`src/rtl/acc_pkg.sv`:
```
// Shared accelerator datapath types: memory word and word address.
// Pure type definitions, no logic.
package acc_pkg;
  typedef logic [31:0] data_t;
  typedef logic [15:0] addr_t;
endpackage

```
`src/rtl/mem_burst_ctl_if.sv`:
```
// Core-side command/read/write channels plus controller-side ctl_* channel.
// The slave modport is the sequencer view; master is the core+memory view.
interface mem_burst_ctl_if #(
  parameter int LEN_W = 8
);
  import acc_pkg::*;

  logic             req_valid_i;
  logic             req_ready_o;
  logic             req_write_i;
  addr_t            req_addr_i;
  logic [LEN_W-1:0] req_len_i;
  data_t            rd_data_o;
  logic             rd_valid_o;
  logic             rd_ready_i;
  data_t            wr_data_i;
  logic             wr_valid_i;
  logic             wr_ready_o;
  logic             busy_o;
  logic             done_o;
  logic             ctl_rden_o;
  addr_t            ctl_raddr_o;
  data_t            ctl_rdata_i;
  logic             ctl_rvalid_i;
  logic             ctl_wren_o;
  data_t            ctl_wdata_o;
  addr_t            ctl_waddr_o;
  logic             ctl_wready_i;

  modport slave (
    input  req_valid_i, req_write_i, req_addr_i, req_len_i, rd_ready_i,
           wr_data_i, wr_valid_i, ctl_rdata_i, ctl_rvalid_i, ctl_wready_i,
    output req_ready_o, rd_data_o, rd_valid_o, wr_ready_o, busy_o, done_o,
           ctl_rden_o, ctl_raddr_o, ctl_wren_o, ctl_wdata_o, ctl_waddr_o
  );

  modport master (
    output req_valid_i, req_write_i, req_addr_i, req_len_i, rd_ready_i,
           wr_data_i, wr_valid_i, ctl_rdata_i, ctl_rvalid_i, ctl_wready_i,
    input  req_ready_o, rd_data_o, rd_valid_o, wr_ready_o, busy_o, done_o,
           ctl_rden_o, ctl_raddr_o, ctl_wren_o, ctl_wdata_o, ctl_waddr_o
  );
endinterface

```
`src/rtl/mem_burst_ctl.sv`:
```
// Splits one read/write burst into single-word ctl_* requests; first request one cycle after accept.
// Reads are credit-limited by FIFO space (issued-but-unpopped <= FIFO_DEPTH); writes pass through under valid/ready.
module mem_burst_ctl #(
  parameter int FIFO_DEPTH = 4,
  parameter int LEN_W      = 8
) (
  input  logic clk_i,
  input  logic rst_i,
  mem_burst_ctl_if.slave bus
);
  import acc_pkg::*;

  localparam int PW = $clog2(FIFO_DEPTH);
  localparam int CW = PW + 1;

  typedef enum logic [1:0] {S_IDLE, S_RD, S_WR, S_DONE} state_t;

  state_t           state_q, state_d;
  addr_t            base_q, base_d;
  logic [LEN_W-1:0] len_q, len_d;
  logic [LEN_W-1:0] cnt_q, cnt_d;
  logic [LEN_W-1:0] pop_cnt_q, pop_cnt_d;
  logic [CW-1:0]    outst_q, outst_d;
  logic [CW-1:0]    count_q, count_d;
  logic [PW-1:0]    wptr_q, wptr_d;
  logic [PW-1:0]    rptr_q, rptr_d;
  data_t            mem_q [FIFO_DEPTH];
  data_t            mem_d [FIFO_DEPTH];

  logic in_rd, in_wr, more, rd_vld, pop, push, fifo_full, issue, wren, wr_hs;

  always_comb begin
    state_d   = state_q;
    base_d    = base_q;
    len_d     = len_q;
    cnt_d     = cnt_q;
    pop_cnt_d = pop_cnt_q;
    outst_d   = outst_q;
    wptr_d    = wptr_q;
    rptr_d    = rptr_q;
    mem_d     = mem_q;

    in_rd     = (state_q == S_RD);
    in_wr     = (state_q == S_WR);
    more      = (cnt_q < len_q);
    rd_vld    = in_rd && (count_q != '0);
    pop       = rd_vld && bus.rd_ready_i;
    fifo_full = (count_q == CW'(FIFO_DEPTH));
    push      = in_rd && bus.ctl_rvalid_i && (!fifo_full || pop);
    // Credit check counts words still in flight as already occupying the FIFO.
    issue     = in_rd && more &&
                (({1'b0, outst_q} + {1'b0, count_q}) < (CW+1)'(FIFO_DEPTH));
    wren      = in_wr && bus.wr_valid_i && more;
    wr_hs     = wren && bus.ctl_wready_i;

    if (issue || wr_hs) cnt_d = cnt_q + LEN_W'(1);
    if (push) begin
      mem_d[wptr_q] = bus.ctl_rdata_i;
      wptr_d        = wptr_q + PW'(1);
    end
    if (pop) begin
      rptr_d    = rptr_q + PW'(1);
      pop_cnt_d = pop_cnt_q + LEN_W'(1);
    end
    count_d = count_q + CW'(push) - CW'(pop);
    if (in_rd) outst_d = outst_q + CW'(issue) - CW'(bus.ctl_rvalid_i);

    case (state_q)
      S_IDLE: begin
        if (bus.req_valid_i) begin
          base_d    = bus.req_addr_i;
          len_d     = bus.req_len_i;
          cnt_d     = '0;
          pop_cnt_d = '0;
          outst_d   = '0;
          if (bus.req_len_i == '0) state_d = S_DONE;
          else if (bus.req_write_i) state_d = S_WR;
          else state_d = S_RD;
        end
      end
      S_RD:    if (pop && (pop_cnt_q == len_q - LEN_W'(1))) state_d = S_DONE;
      S_WR:    if (wr_hs && (cnt_q == len_q - LEN_W'(1))) state_d = S_DONE;
      S_DONE:  state_d = S_IDLE;
      default: state_d = S_IDLE;
    endcase
  end

  always_ff @(posedge clk_i or posedge rst_i) begin
    if (rst_i) begin
      state_q   <= S_IDLE;
      base_q    <= '0;
      len_q     <= '0;
      cnt_q     <= '0;
      pop_cnt_q <= '0;
      outst_q   <= '0;
      count_q   <= '0;
      wptr_q    <= '0;
      rptr_q    <= '0;
      for (int i = 0; i < FIFO_DEPTH; i++) mem_q[i] <= '0;
    end else begin
      state_q   <= state_d;
      base_q    <= base_d;
      len_q     <= len_d;
      cnt_q     <= cnt_d;
      pop_cnt_q <= pop_cnt_d;
      outst_q   <= outst_d;
      count_q   <= count_d;
      wptr_q    <= wptr_d;
      rptr_q    <= rptr_d;
      mem_q     <= mem_d;
    end
  end

  assign bus.req_ready_o = (state_q == S_IDLE);
  assign bus.busy_o      = (state_q != S_IDLE);
  assign bus.done_o      = (state_q == S_DONE);
  assign bus.rd_valid_o  = rd_vld;
  assign bus.rd_data_o   = mem_q[rptr_q];
  assign bus.ctl_rden_o  = issue;
  assign bus.ctl_raddr_o = base_q + addr_t'(cnt_q);
  assign bus.ctl_wren_o  = wren;
  assign bus.ctl_wdata_o = in_wr ? bus.wr_data_i : '0;
  assign bus.ctl_waddr_o = base_q + addr_t'(cnt_q);
  assign bus.wr_ready_o  = in_wr && bus.ctl_wready_i && more;

  // A response arriving into a full FIFO with no pop is lost.
  a_no_overflow: assert property (@(posedge clk_i) disable iff (rst_i)
    !(bus.ctl_rvalid_i && in_rd && fifo_full && !pop));

endmodule

```
`src/flat_wrapper.sv`:
```
// flat-port wrapper written by rule: the top's interface ports become plain ports
module mem_burst_ctl_flat import acc_pkg::*;
#(
  parameter int FIFO_DEPTH = 4,
  parameter int LEN_W      = 8
)
  (clk_i, rst_i, bus_req_valid_i, bus_req_write_i, bus_req_addr_i, bus_req_len_i, bus_rd_ready_i, bus_wr_data_i, bus_wr_valid_i, bus_ctl_rdata_i, bus_ctl_rvalid_i, bus_ctl_wready_i, bus_req_ready_o, bus_rd_data_o, bus_rd_valid_o, bus_wr_ready_o, bus_busy_o, bus_done_o, bus_ctl_rden_o, bus_ctl_raddr_o, bus_ctl_wren_o, bus_ctl_wdata_o, bus_ctl_waddr_o);
  mem_burst_ctl_if #(.LEN_W(LEN_W)) bus_i ();
  input  logic clk_i;
  input  logic rst_i;
  input wire logic [$bits(bus_i.req_valid_i)-1:0] bus_req_valid_i;
  input wire logic [$bits(bus_i.req_write_i)-1:0] bus_req_write_i;
  input wire logic [$bits(bus_i.req_addr_i)-1:0] bus_req_addr_i;
  input wire logic [$bits(bus_i.req_len_i)-1:0] bus_req_len_i;
  input wire logic [$bits(bus_i.rd_ready_i)-1:0] bus_rd_ready_i;
  input wire logic [$bits(bus_i.wr_data_i)-1:0] bus_wr_data_i;
  input wire logic [$bits(bus_i.wr_valid_i)-1:0] bus_wr_valid_i;
  input wire logic [$bits(bus_i.ctl_rdata_i)-1:0] bus_ctl_rdata_i;
  input wire logic [$bits(bus_i.ctl_rvalid_i)-1:0] bus_ctl_rvalid_i;
  input wire logic [$bits(bus_i.ctl_wready_i)-1:0] bus_ctl_wready_i;
  output wire logic [$bits(bus_i.req_ready_o)-1:0] bus_req_ready_o;
  output wire logic [$bits(bus_i.rd_data_o)-1:0] bus_rd_data_o;
  output wire logic [$bits(bus_i.rd_valid_o)-1:0] bus_rd_valid_o;
  output wire logic [$bits(bus_i.wr_ready_o)-1:0] bus_wr_ready_o;
  output wire logic [$bits(bus_i.busy_o)-1:0] bus_busy_o;
  output wire logic [$bits(bus_i.done_o)-1:0] bus_done_o;
  output wire logic [$bits(bus_i.ctl_rden_o)-1:0] bus_ctl_rden_o;
  output wire logic [$bits(bus_i.ctl_raddr_o)-1:0] bus_ctl_raddr_o;
  output wire logic [$bits(bus_i.ctl_wren_o)-1:0] bus_ctl_wren_o;
  output wire logic [$bits(bus_i.ctl_wdata_o)-1:0] bus_ctl_wdata_o;
  output wire logic [$bits(bus_i.ctl_waddr_o)-1:0] bus_ctl_waddr_o;
  assign bus_i.req_valid_i = bus_req_valid_i;
  assign bus_i.req_write_i = bus_req_write_i;
  assign bus_i.req_addr_i = bus_req_addr_i;
  assign bus_i.req_len_i = bus_req_len_i;
  assign bus_i.rd_ready_i = bus_rd_ready_i;
  assign bus_i.wr_data_i = bus_wr_data_i;
  assign bus_i.wr_valid_i = bus_wr_valid_i;
  assign bus_i.ctl_rdata_i = bus_ctl_rdata_i;
  assign bus_i.ctl_rvalid_i = bus_ctl_rvalid_i;
  assign bus_i.ctl_wready_i = bus_ctl_wready_i;
  assign bus_req_ready_o = bus_i.req_ready_o;
  assign bus_rd_data_o = bus_i.rd_data_o;
  assign bus_rd_valid_o = bus_i.rd_valid_o;
  assign bus_wr_ready_o = bus_i.wr_ready_o;
  assign bus_busy_o = bus_i.busy_o;
  assign bus_done_o = bus_i.done_o;
  assign bus_ctl_rden_o = bus_i.ctl_rden_o;
  assign bus_ctl_raddr_o = bus_i.ctl_raddr_o;
  assign bus_ctl_wren_o = bus_i.ctl_wren_o;
  assign bus_ctl_wdata_o = bus_i.ctl_wdata_o;
  assign bus_ctl_waddr_o = bus_i.ctl_waddr_o;
  mem_burst_ctl #(.FIFO_DEPTH(FIFO_DEPTH), .LEN_W(LEN_W)) u_core (.clk_i(clk_i), .rst_i(rst_i), .bus(bus_i));
endmodule
```
`config.mk`:
```
export PLATFORM = sky130hd
export DESIGN_NAME = mem_burst_ctl_flat
export DESIGN_NICKNAME = d
export VERILOG_FILES = /design/src/rtl/acc_pkg.sv /design/src/rtl/mem_burst_ctl_if.sv /design/src/rtl/mem_burst_ctl.sv /design/src/flat_wrapper.sv
export SDC_FILE = /design/constraint.sdc
export NUM_CORES = 1
export LEC_CHECK = 0
export CORE_MARGIN = 3
export CORE_UTILIZATION = 50
export CTS_CLUSTER_SIZE = 28
export DETAILED_ROUTE_END_ITERATION = 8
export PLACE_DENSITY = 0.79
export SLEW_MARGIN = 20
export SYNTH_ARGS = -nofsm -noshare
export SYNTH_HDL_FRONTEND = slang
export SYNTH_SLANG_ARGS = --single-unit
```
`constraint.sdc`:
```
create_clock -name clk_i -period 11.4 [get_ports clk_i]
set_input_delay 2.28 -clock clk_i [delete_from_list [all_inputs] [get_ports clk_i]]
set_output_delay 2.28 -clock clk_i [all_outputs]
set_load 0.05 [all_outputs]
```
==> results.py <==
metrics = {
    "synth": {
        "yosys_warnings": 0,
        "async_reset_ff_share_pct": 100,
        "synth_cell_types": 51,
        "synthAdderAreaFrac_pct": 5.09,
        "synth_xor_xnor_area_share_pct": 5.05,
        "dominantRegCellSynth": "dfrtp_1",
        "synth_top_family_by_area": "multiplexers",
        "synth_compound_area_share_pct": 3.59,
        "syn_avg_cell_area_sq_um": 12.4,
        "synthCells": 751,
        "synthMuxAreaShare_pct": 23.8,
        "synth_nets": 883,
        "synth_edf_count": 0,
        "ys_ff_latch": 180,
        "synthSimpleGateAreaFrac_pct": 9.77,
        "synth_area_sq_um": 9300,
        "synth.yosys.seq_area_share_pct": 48.5,
    },
    "clocking": {
        "cts_setup_buffers": 0,
        "clock_latency_ns": 0.43,
        "path_clk_slew_ns": 0.07,
        "cts_buffers": 17,
        "clockRootBuffer": "clkbuf_16",
        "cts.sink_count": 180,
        "cts_hold_buffers": 0,
        "cts_buffer_depth": 2,
        "cts_resized": 0,
        "cts_tree": "done",
        "htreeDepth": 4,
    },
    "timing": {
        "tns_ns": 0,
        "final.period_utilization_pct": 52.9,
        "hold_viol": 0,
        "rsz0062_at_grt": "no",
        "maxSlewViolCount": 0,
        "relSlewSlack_pct": 33.6,
        "setup_viol_count_final": 0,
        "period_needed_ns": 6.03,
        "max_freq_ghz": 0.166,
        "worstMarginPinSlew_ns": 0.996,
        "fin_ws_ns": 5.37,
        "skew_ns": 0.00744,
    },
    "power": {
        "ir_drop_v": 0.000299,
        "p_leak_uw": 0.00528,
        "total_power_uw": 3870,
        "power_density_nw_per_um2": 324,
    },
    "placement": {
        "place_ws_ns": 5.38,
        "port_buffers": 198,
        "finalWeightedCongestion": 0.872,
        "detailed_place_hpwl_microns": 13800,
        "placedCellCount": 1131,
    },
    "flow_run": {
        "maxCapViolations": 0,
    },
    "global_route": {
        "grt_pass1_vias": 6454,
        "grt_use_total_pct": 20.4,
        "grt_start_max_net_pins": 99,
        "grt_antenna_before_repair": 0,
        "grt-ovfl-total": 0,
        "grt_pass1_wl_microns": 32900,
    },
    "status": {
        "status": "finished clean",
    },
    "critical_path": {
        "slowest_stage": "clkdlybuf4s50_1",
        "startpoint_type": "input port",
        "arrival_ns": 3.75,
        "crit_top_cell": "clkdlybuf4s50_1",
        "end_kind": "output pin",
        "critical_path_buf_inv_count": 2,
        "crit_path_cell_trace": "clkdlybuf4s50_1 -> and3_1 -> clkdlybuf4s50_1",
        "crit_type": "input port to output pin",
        "cpLargestDelayFamily": "buffers and inverters",
        "critPathMaxFanout": 3,
        "slowest_delay_ns": 0.80,
        "cp.required_ns": 9.12,
    },
    "floorplan": {
        "dieArea_sq_um": 20300,
        "io_pins": 199,
        "die_y_microns": 142,
        "die_w_microns": 142,
        "start_util_pct": 51.4,
        "rows": 49,
        "coreArea_sq_um": 18100,
    },
    "drt": {
        "drt_iter0_drc": 290,
        "viasPerCell": 5.37,
        "drc": 0,
        "ant_nets": 0,
        "routed_wl_microns": 20200,
        "routedWlPerCell_microns": 17.4,
        "drt_pre_antenna_iters": 4,
        "via_count": 6245,
    },
    "cells_and_area": {
        "diodes": 0,
        "final_cell_mix": "198 x clkdlybuf4s50_1, 179 x dfrtp_1, 106 x mux2_2",
        "final_cells": 1162,
        "final_nets": 1053,
        "area_delta_synth_final_pct": 28.3,
        "drive_above_1_share_pct": 19.7,
        "final_common_cell": "clkdlybuf4s50_1",
        "fillers": 1368,
    },
    "min_path": {
        "hold_path_class": "flip-flop to flip-flop",
    },
}
==> stage by stage <==
step	util [%]	area [sq um]	hold WS, ns
after global routing	66.0	11900	0.499
after CTS	65.9	11900	0.487
after global placement	62.7	11300	0.462
after floorplan	-	9300	0.450
final	66.0	11900	0.480
after detailed placement	62.7	11300	0.472
==> Yosys cell counts, types with 16 or more instances <==
master      n  share of area (%)
and2_1     37                2.5
buf_4      16                1.3
clkbuf_1   20               0.81
dfrtp_1   180                 48
ha_1       33                4.4
inv_1      31                1.3
mux2_1     22                2.7
mux2_2    106                 13
mux4_2     32                7.8
nand2_1    76                3.1
nor2_1     27                1.1
xnor2_1    32                3.0
xor2_1     19                1.8
==> area by class of cell <==
cell class                      instances  area (sq um)  share of cell area (%)
Clock buffer                           18           429                    3.60
Clock inverter                         13           150                    1.26
Inverter                               31           121                    1.02
Multi-Input combinational cell        486          4400                    36.9
Sequential cell                       180          4510                    37.8
Tap cell                              229           287                    2.40
Timing Repair Buffer                  205          2040                    17.1
==> sequential cells by signal (all words and copies together) (netlist names) <==
signal and flops:
u_core.rptr_q 2, u_core.outst_q 3, u_core.len_q 8, u_core.mem_q 128
u_core.wptr_q 2, u_core.count_q 3, u_core.pop_cnt_q 8, u_core.cnt_q 8
u_core.base_q 16, u_core.state_q 2
==> logic make-up after synthesis <==
logic type               count (synthesis)
adder cells (fa/ha/maj)                 36
XOR/XNOR                                52
buffers and inverters                   85
flip-flops                             180
AO/OA/AOI/OAI                           48
multiplexers                           165
AND/OR/NAND/NOR                        185
==> path summary, 6_finish.rpt <==
kind                                            endpoint                          start  slack, ns  cells after the start
setup / recovery                          bus_ctl_wren_o                 bus_wr_valid_i       5.37                      3
hold / removal              u_core.mem_q[12]$_DFFE_PP0P_   u_core.mem_q[12]$_DFFE_PP0P_       0.48                      1
setup reg to reg             u_core.outst_q[2]$_DFF_PP0_  u_core.state_q[1]$_DFFE_PP0P_       8.01                     14
hold reg to reg             u_core.mem_q[12]$_DFFE_PP0P_   u_core.mem_q[12]$_DFFE_PP0P_       0.48                      1
max in group asynchronous   u_core.mem_q[77]$_DFFE_PP0P_                          rst_i       7.76                      3
min in group asynchronous  u_core.base_q[15]$_DFFE_PP0P_                          rst_i       2.39                      2
==> worst reg2reg max path, cell delays in order (launching register included) <==
cell,delay (ns)
dfrtp_1,0.42
inv_1,0.10
ha_1,0.40
or4b_1,0.48
a31oi_1,0.33
nand2_1,0.15
ha_1,0.31
inv_1,0.06
ha_1,0.13
inv_1,0.05
fa_1,0.37
xor2_1,0.15
nand2_1,0.08
xor2_1,0.15
nor2_1,0.06
==> power by group <==
part / switching [uW] / total [uW] / internal (uW)
Clock: 252 / 578 / 326
Sequential: 187 / 1100 / 917
Combinational: 1290 / 2190 / 899
==> routing by layer <==
layer	part of all wire (%)	routed length (microns)	global-route usage, %
met1	45	9030	27.4
met2	49	9900	33.5
met3	5.1	1020	5.07
met4	1.3	256	5.65
met5	0	0	0
No activity file was read; power rests on OpenSTA's default activity.
